File: config.mk
export PLATFORM = sky130hd
export DESIGN_NAME = soric_slave_arbiter
export DESIGN_NICKNAME = d
export VERILOG_FILES = /design/src/rtl/soric_slave_arbiter.sv
export SDC_FILE = /design/constraint.sdc
export NUM_CORES = 1
export LEC_CHECK = 0
export CAP_MARGIN = 20
export CORE_AREA = 2 2 127 129
export DETAILED_ROUTE_END_ITERATION = 10
export DIE_AREA = 0 0 129 131
export DONT_BUFFER_PORTS = 1
export HOLD_SLACK_MARGIN = 0.02
export PLACE_DENSITY = 0.3
export RECOVER_POWER = 100
export SLEW_MARGIN = 20
export SYNTH_ARGS = -nofsm -noshare
export SYNTH_HDL_FRONTEND = slang
export SYNTH_SLANG_ARGS = --single-unit
File: constraint.sdc
create_clock -name clk_i -period 6.4 [get_ports clk_i]
set_input_delay 0 -clock clk_i [delete_from_list [all_inputs] [get_ports clk_i]]
set_output_delay 0 -clock clk_i [all_outputs]
set_load 0.02 [all_outputs]
File: src/rtl/soric_slave_arbiter.sv
// soric_slave_arbiter: round-robin sharing of one OBI-style slave port among MASTERS requesters,
// with an in-order ID FIFO that steers each slave response back to the master that issued it.
module soric_slave_arbiter #(
   parameter int MASTERS     = 4,
   parameter int ADDR_WIDTH  = 12,
   parameter int DATA_WIDTH  = 32,
   parameter int OUTSTANDING = 2
) (
   input  logic                            clk_i,
   input  logic                            rst_ni,
   input  logic [MASTERS-1:0]              m_req_i,
   input  logic [MASTERS*ADDR_WIDTH-1:0]   m_addr_i,
   input  logic [MASTERS-1:0]              m_we_i,
   input  logic [MASTERS*DATA_WIDTH/8-1:0] m_be_i,
   input  logic [MASTERS*DATA_WIDTH-1:0]   m_wdata_i,
   output logic [MASTERS-1:0]              m_gnt_o,
   output logic [MASTERS-1:0]              m_rvalid_o,
   output logic [DATA_WIDTH-1:0]           m_rdata_o,
   output logic                            s_req_o,
   output logic [ADDR_WIDTH-1:0]           s_addr_o,
   output logic                            s_we_o,
   output logic [DATA_WIDTH/8-1:0]         s_be_o,
   output logic [DATA_WIDTH-1:0]           s_wdata_o,
   input  logic                            s_gnt_i,
   input  logic                            s_rvalid_i,
   input  logic [DATA_WIDTH-1:0]           s_rdata_i,
   output logic                            busy_o,
   output logic                            err_o
);
   localparam int IDW = $clog2(MASTERS);
   localparam int BW  = DATA_WIDTH / 8;
   localparam int PW  = OUTSTANDING > 1 ? $clog2(OUTSTANDING) : 1;
   localparam int CW  = $clog2(OUTSTANDING + 1);

   logic [IDW-1:0] rr_ptr, lock_id, rr_sel, sel;
   logic           lock, found, full, empty, hs, pop;
   logic [IDW:0]   idx;
   logic [IDW-1:0] fifo_q [OUTSTANDING];
   logic [PW-1:0]  head, tail;
   logic [CW-1:0]  count;

   // Scan starting at rr_ptr; the first requester found wins.
   always_comb begin
      rr_sel = rr_ptr;
      found  = 1'b0;
      idx    = '0;
      for (int i = 0; i < MASTERS; i++) begin
         idx = {1'b0, rr_ptr} + (IDW+1)'(i);
         idx = idx >= (IDW+1)'(MASTERS) ? idx - (IDW+1)'(MASTERS) : idx;
         if (!found && m_req_i[idx[IDW-1:0]]) begin
            rr_sel = idx[IDW-1:0];
            found  = 1'b1;
         end
      end
   end

   assign sel        = lock ? lock_id : rr_sel;
   assign full       = count == CW'(OUTSTANDING);
   assign empty      = count == '0;
   assign s_req_o    = m_req_i[sel] & ~full;
   assign hs         = s_req_o & s_gnt_i;
   assign pop        = s_rvalid_i & ~empty;
   assign s_addr_o   = m_addr_i[sel*ADDR_WIDTH +: ADDR_WIDTH];
   assign s_we_o     = m_we_i[sel];
   assign s_be_o     = m_be_i[sel*BW +: BW];
   assign s_wdata_o  = m_wdata_i[sel*DATA_WIDTH +: DATA_WIDTH];
   assign m_gnt_o    = hs ? MASTERS'(1) << sel : '0;
   assign m_rvalid_o = pop ? MASTERS'(1) << fifo_q[head] : '0;
   assign m_rdata_o  = s_rdata_i;
   assign busy_o     = ~empty;

   // A stalled request is locked so the slave sees stable fields until granted.
   always_ff @(posedge clk_i) begin
      if (!rst_ni) begin
         rr_ptr  <= '0;
         lock    <= 1'b0;
         lock_id <= '0;
         head    <= '0;
         tail    <= '0;
         count   <= '0;
         err_o   <= 1'b0;
      end else begin
         lock    <= s_req_o & ~s_gnt_i;
         lock_id <= sel;
         count   <= count + CW'(hs) - CW'(pop);
         err_o   <= err_o | (s_rvalid_i & empty);
         if (hs) begin
            fifo_q[tail] <= sel;
            tail         <= tail == PW'(OUTSTANDING - 1) ? '0 : tail + 1'b1;
            rr_ptr       <= sel == IDW'(MASTERS - 1) ? '0 : sel + 1'b1;
         end
         if (pop)
            head <= head == PW'(OUTSTANDING - 1) ? '0 : head + 1'b1;
      end
   end
endmodule

Word-level counts from Yosys, hierarchy flattened:

Memories as Yosys holds them, arrays and structs flattened. A register that Yosys moved wholly into a read port is not among the register bits.
Cells that the tools add are included.

* $add $sub $neg: 12
* $mul: 1
* order comparisons: 9
* equality and inequality tests: 2
* shift-type cells: 5
* mux-type cells: 34
* bitwise logic cells: 9
* reductions and logical operators: 7

Operator list (count)
* $shiftx 128x8->32: 1
* $shiftx 48x7->12: 1
* $mux 2: 10
* $mux 1: 16
* $shiftx 16x5->4: 1
* $lt 2x3->1 const B: 5
* $bmux 1 s2: 6
* $ge 3x3->1 const B: 3
* $mux 4: 2
* $shl 1x2->4 const A: 2
* $sub 2x1->2 const B: 4
* $add 2x2->3 const B: 2
* $and 1x1->1: 5
* $eq 2x2->1 const B: 2
* $mul 2x2->4 const B: 1
* $add 2x1->3 const B: 1
* $ge 2x3->1 const B: 1
* $logic_and 1x1->1: 3
* $logic_not 1->1: 3
* $not 1->1: 3
* $add 1x1->1 const B: 2
* $add 2x1->2: 1
* $add 2x1->2 const B: 1
* $logic_not 2->1: 1
* 2 further kinds: 2

* register bits after elaboration: 10
* RAM bits: 4
* input port bits: 236
* output and inout port bits: 92
* word-level logic and storage cells: 87
* memories kept: 1

Memories
* fifo_q: words 2, width 2, read ports 1, clocked after Yosys merged registers in 1, write ports 1, line 38 `logic [IDW-1:0] fifo_q [OUTSTANDING];`

Depth between registers and ports, before layout:

Gate-level depths: netlist of run 1.

* word-level depth: 22
* depth in mapped cells: 10

Worst setup path after synthesis of run 1:

No wires, ideal clock.

* path kind: flip-flop to flip-flop
* from: reg rr_ptr[0]
* to: mem fifo_q[1][0] in the netlist's numbering, enable pin
* arrival: 1751 ps
* required time: 6102 ps
* setup slack: 4351 ps
* cell stages (with the launch flop): 8
* path buffers: 0
* clock period less this slack: 2049 ps
* cells stage by stage: dfxtp_1 > nand2b_1 > o2111ai_1 > and2_1 > mux2_1 > mux2i_4 > and2_1 > and3_1

* cells in the longest elaborated chain, start to end: 22
* elaborated cells on any way between the ends: 44
* those cells by class: 7 x add/sub; 4 x order compare; 25 x mux; 2 x bitwise; 6 x reduce/logical

Ends and longest elaborated chain
* start: declaration: line 35 `logic [IDW-1:0] rr_ptr, lock_id, rr_sel, sel;`
* start signal: assignment: line 90 `rr_ptr <= sel == IDW'(MASTERS - 1) ? '0 : sel + 1'b1;`
* branches (longest 13 deep; another with $add 2x1->3)
* $mux 2 (*): line 50 `if (!found && m_req_i[idx[IDW-1:0]]) begin`
* $mux 2 (*): line 57 `assign sel = lock ? lock_id : rr_sel;`
* $bmux 1 s2 (*): line 60 `assign s_req_o = m_req_i[sel] & ~full;`
* $mux 1 (not written as such) (*): line 60
* $and 1x1->1 (*): line 60
* $and 1x1->1 (*): line 61 `assign hs = s_req_o & s_gnt_i;`
* $mux 1 (*): line 87 `if (hs) begin`
* $mux 1 (*): line 74 `if (!rst_ni) begin`
* $mux 1 (not written as such) (*): line 88 `fifo_q[tail] <= sel;`
* end: declaration: line 38

Mark *: on every way between the ends. The select of a mux whose other input is x is not followed.

Worst setup path after layout of run 1:

* from: reg rr_ptr[0]
* to: mem fifo_q[1][1] in the netlist's numbering, enable pin

The elaborated chain is that of the path after synthesis.

==> metrics.cfg, run 1 <==
[run_status]
status = finished with violations
violations = capacitance limit, slew limit

[critical_path]
arrival_ps = 4190
end_kind = flop
required_ps = 6350
worstSetupPathType = flop to flop
critPathSlowestCell = clkinvlp_2
path_buf_inv = 1
path_delay_family = buffers and inverters
crit_chain = o21ai_1 -> a211o_1 -> a31oi_1 -> clkinvlp_2 -> mux2i_1 -> and2_0 -> and3_1
worstPathMaxFanout = 48
cp_slowest_stage_delay_ps = 1370
startpoint_type = flop

[global_routing]
grt_pass1_wl_um = 15420
grt_usage = 0.1167
grt-ovfl-total = 0
antenna_found_initial = 0
grt_pass1_vias = 2681
grt_max_degree = 103

[clock_tree]
cts_root_buf = clkbuf_16
clk_latency_ps = 250
clock-sinks = 15
h-tree-depth = 1
cts_resized = 0
cts_buffers = 3
cts_setup_buffers = 0
clk_pin_slew_worst_paths_ps = 50
clk_path_buf_depth = 2
cts_tree = yes

[place]
dpl.cell_count = 621
port_buffers = 0
gp_congestion = 0.8087
dpl.hpwl_um = 8608

[power]
peakVddDrop_uv = 173.8
switching_share = 0.6384
p_per_area_nw_per_um2 = 446.7
power_frac_comb = 0.795
seq_power_share = 0.112
p_int_mw = 0.4816
clkPwrFrac = 0.093
switchingPower_mw = 0.8503
p_leak_nw = 1.356

[timing]
hold-worst-slack_ps = 18.74
rsz0062_at_grt = no
fin_setup_tns_ps = 0
period_minus_slack_ps = 4241
hold_viol = 0
fin_crit_sh = 0.6626
clock_skew_ps = 5.631
worst_pin_slew_ps = 2071
max_freq_mhz = 235.8
maxSlewViolCount = 157
setup_violations = 0
relSlewSlack = -0.3805

[floorplan]
die_w_um = 129
initial_core_util = 0.1711
die_area_um2 = 16900
io_pins = 328
core_um2 = 15600
rows = 46
die_h_um = 131

[logic_synthesis]
synth_warnings = 0
syn_inst = 468
synth_seq_cells = 15
synth_top_cells_by_area = nand2_1 29%, and3_1 13%, a31oi_1 12%, buf_4 9.0%, dfxtp_1 8.3%
synth.distinct_cells = 37
syn_area_um2 = 2669
yosysTopAreaCell = nand2_1
synth_top_area_frac = 0.2897
synth_nets = 709
seq_area_frac_synth = 0.1275
synth.avg_cell_area_um2 = 5.703

[job]
cap_violations = 3

[layout]
area.growth.synth_to_final_pct = 11.72
diodes = 0
instances_no_fill = 660
drive_gt1_frac = 0.02252
fin_nets = 686
final_core_utilization = 0.1912

[routing]
dr.pass1.iters = 4
wirelength_um = 11540
wl_per_cell_um = 17.48
drt.antenna.violating_nets = 0
drt_iter0_markers = 120
vias = 3067
drc_errors = 0
viasPerCell = 4.647

[hold_path]
worstHoldPathType = input port to flop

## synth_stat cells (all sizes together)
| master | number |
|---|---|
| a211oi | 1 |
| nor3 | 3 |
| mux2i | 4 |
| nor2b | 1 |
| clkbuf | 26 |
| inv | 12 |
| nor3b | 2 |
| buf | 40 |
| xor2 | 1 |
| nand4 | 1 |
| a21o | 1 |
| and3 | 54 |
| o2111ai | 2 |
| nand2 | 206 |
| a31oi | 51 |
| nor2 | 15 |
| a211o | 1 |
| nand3b | 2 |
| a32oi | 1 |
| a21oi | 6 |
| nand3 | 2 |
| dfxtp | 11 |
| o22ai | 1 |
| and2 | 3 |
| o32a | 1 |
| mux2 | 2 |
| o21ai | 5 |
| ha | 5 |
| nand2b | 3 |
| xnor2 | 1 |
| edfxtp | 4 |
## cells by family after synthesis
group,after synthesis,share of synthesized area
DFF,15,0.1275
buffers and inverters,78,0.1585
xor gates and xnor gates,2,0.006565
muxes,6,0.02953
adders and majority gates,5,0.02344
AOI/OAI and AO/OA,70,0.1739
and+or+nand+nor,292,0.4805
## layer usage
| metal | vias up | share of wire | global-route usage |
|---|---|---|---|
| li1 | 1490 | - | - |
| met1 | 1416 | 0.40 | 0.1425 |
| met2 | 153 | 0.52 | 0.2085 |
| met3 | 8 | 0.075 | 0.02809 |
| met4 | 0 | 0.011 | 0.02558 |
| met5 | - | 0 | 0 |
## stage by stage
step	setup slack, ps	instance area, um2	total power, mW
after floorplan	4351	2669	1.039
after global placement	3550	2596	1.190
after detailed placement	3483	2596	1.204
after CTS	3217	3025	1.365
after global routing	1655	2982	1.442
final	2159	2982	1.332
## worst paths after layout
path / start / endpoint / slack, ps / cells after the start
worst max-delay path: rr_ptr[0]$_SDFFE_PN0P_ / fifo_q[1][1]$_DFFE_PP_ / 2160 / 7
worst min-delay path: rst_ni / head$_SDFFE_PN0P_ / 20 / 2
worst max register to register: rr_ptr[0]$_SDFFE_PN0P_ / fifo_q[1][1]$_DFFE_PP_ / 2160 / 7
worst min register to register: tail$_SDFFE_PN0P_ / tail$_SDFFE_PN0P_ / 490 / 2
## timing repair
item	CTS	global route
hold buffers	35	0
hold endpoints to repair	38	0
setup endpoints to repair	0	0
## layout by cell type (no fill, tap or decap), types with 3 or more instances in the layout
master / n
nand2_1: 206
and3_1: 54
a31oi_1: 51
dlygate4sd3_1: 35
nor2_1: 15
dfxtp_1: 11
inv_1: 10
a21oi_1: 6
ha_1: 5
o21ai_1: 4
mux2i_1: 4
edfxtp_1: 4
nand2b_1: 3
nor3_1: 3
clkbuf_16: 3
## layout make-up
class / instances / area [um2]
clock buffers: 4 / 78.83
fillers: 1807 / 12620
inverters: 12 / 46.29
multi-input cells: 375 / 1877
flip-flops and latches: 15 / 340.3
well taps: 216 / 270.3
repair buffers: 38 / 369.1
## worst register-to-register path, cell delays in order (launching register included)
cell and delay, ps:
dfxtp_1 390, o21ai_1 90, a211o_1 300, a31oi_1 270
clkinvlp_2 1370, mux2i_1 980, and2_0 320, and3_1 230
## flip-flops by register name, indices dropped and copies added, names as in the netlist, named ones only
register and cells:
lock 1, lock_id 2, fifo_q 4, count 2, head 1, tail 1
rr_ptr 2, err_o 1
## power groups by stage
stage	logic [mW]	clock network (mW)	registers [mW]
2_1_floorplan	0.897	0	0.142
3_3_place_gp	1.04	0	0.150
3_5_place_dp	1.05	0	0.151
4_1_cts	1.09	0.127	0.150
5_1_grt	1.16	0.131	0.154
6_report	1.06	0.124	0.149
(Power assumes the default switching activity.)
==> run 2, diff against run 1 <==
- clock period: 6.4 -> 3.54 ns (I/O delays scaled with it)
==> run 2 against run 1 <==
The flow finishes with violations (capacitance limit). Combinational power is 83% higher. Utilization is 0.26 points higher. Routed wire length rose by 0.36%.
==> metrics.cfg, run 2 (same netlist as run 1, synthesis figures left out) <==
[routing]
drt.antenna.violating_nets = 0
dr.pass1.iters = 4
vias = 3131
viasPerCell = 4.708
wirelength_um = 11580
wl_per_cell_um = 17.42
drt_iter0_markers = 152
drc_errors = 0

[timing]
rsz0062_at_grt = no
fin_setup_tns_ps = 0
clock_skew_ps = 5.222
hold_viol = 0
max_freq_mhz = 331.0
period_minus_slack_ps = 3021
maxSlewViolCount = 0
hold-worst-slack_ps = 28.03
fin_crit_sh = 0.8533
setup_violations = 0
relSlewSlack = 0.008883
worst_pin_slew_ps = 1485

[global_routing]
grt_use_met1 = 0.1429
antenna_found_initial = 0
grt_usage = 0.1171
grt-ovfl-total = 0
grt.met2_usage = 0.2107
top_usage_layer = met2
grt_max_degree = 75
met3_usage = 0.02199
grt_pass1_wl_um = 15600
grt_pass1_vias = 2871

[clock_tree]
clk_latency_ps = 240
clk_pin_slew_worst_paths_ps = 50
clk_path_buf_depth = 2
cts_buffers = 3
cts_root_buf = clkbuf_16
cts_tree = yes
cts_setup_buffers = 0
clock-sinks = 15
h-tree-depth = 1

[critical_path]
worstPathMaxFanout = 40
required_ps = 3540
arrival_ps = 3020
end_kind = primary output
startpoint_type = flop
worstSetupPathType = flop to primary output

[layout]
top_register = fifo_q
final_cell_mix = 206 x nand2_1, 54 x and3_1, 51 x a31oi_1
fin_nets = 691
drive_gt1_frac = 0.03341
mostFrequentLayoutCell = nand2_1
fin_area_um2 = 3022
diodes = 0
largest_reg_flops = 4
n_fill_cell = 1844
area.growth.synth_to_final_pct = 13.22

[place]
dpl.hpwl_um = 8847
gp_congestion = 0.8639
placed_cell_area_um2 = 2634
port_buffers = 0

[floorplan]
die_h_um = 131
die_w_um = 129
rows = 46
die_area_um2 = 16900
io_pins = 328
core_um2 = 15600
initial_core_util = 0.1711

[hold_path]
worstHoldPathType = input port to flop

[power]
power_mw = 2.428
peakVddDrop_uv = 236.5
p_per_area_nw_per_um2 = 803.5
p_leak_nw = 1.381

[run_status]
status = finished with violations
violations = capacitance limit

[job]
cap_violations = 1

run 2: final timing paths:
kind	startpoint	end	slack, ps	depth (start not counted)
setup / recovery	rr_ptr[0]$_SDFFE_PN0P_	s_wdata_o[19]	520	7
hold / removal	rst_ni	lock_id[0]$_SDFF_PN0_	30	2
setup reg to reg	rr_ptr[1]$_SDFFE_PN0P_	fifo_q[1][0]$_DFFE_PP_	630	9
hold reg to reg	tail$_SDFFE_PN0P_	tail$_SDFFE_PN0P_	500	2
run 2: power by group:
part / switching (mW) / leakage, nW / internal, mW
Sequential: 0.0411 / 0.128 / 0.227
Combinational: 1.44 / 1.22 / 0.496
Clock: 0.0708 / 0.0382 / 0.153
run 2: stage by stage:
step	setup slack [ps]	utilization	cells
CTS	681.5	0.1964	665
global route	223.2	0.1937	665
global placement	954.7	0.1689	626
detailed placement	942.5	0.1689	626
finish	519.3	0.1937	665
floorplan	1491	-	468
run 2: area by class of cell:
class	instances	area, um2	area share
Clock buffer	4	78.83	0.02609
Timing Repair Buffer	43	404.1	0.1337
Tap cell	216	270.3	0.08944
Multi-Input combinational cell	375	1882	0.6228
Sequential cell	15	340.3	0.1126
Inverter	12	46.29	0.01532
run 2: critical path, cell delays in order, from the launching register on:
cell	delay [ps]
dfxtp_1	340
nand2b_1	170
o2111ai_1	110
and2_0	330
o21ai_4	90
inv_1	1060
clkbuf_1	320
a31oi_1	330
run 2: what timing repair did:
item	CTS	global route
hold buffers	35	0
hold endpoints to repair	38	0
resized for setup	0	0
run 2: metal layers:
metal | routed length (um) | up-vias
met1 | 4506 | 1455
met3 | 954 | 12
met2 | 5903 | 161
li1 | - | 1503
met4 | 216 | 0
met5 | 0 | -
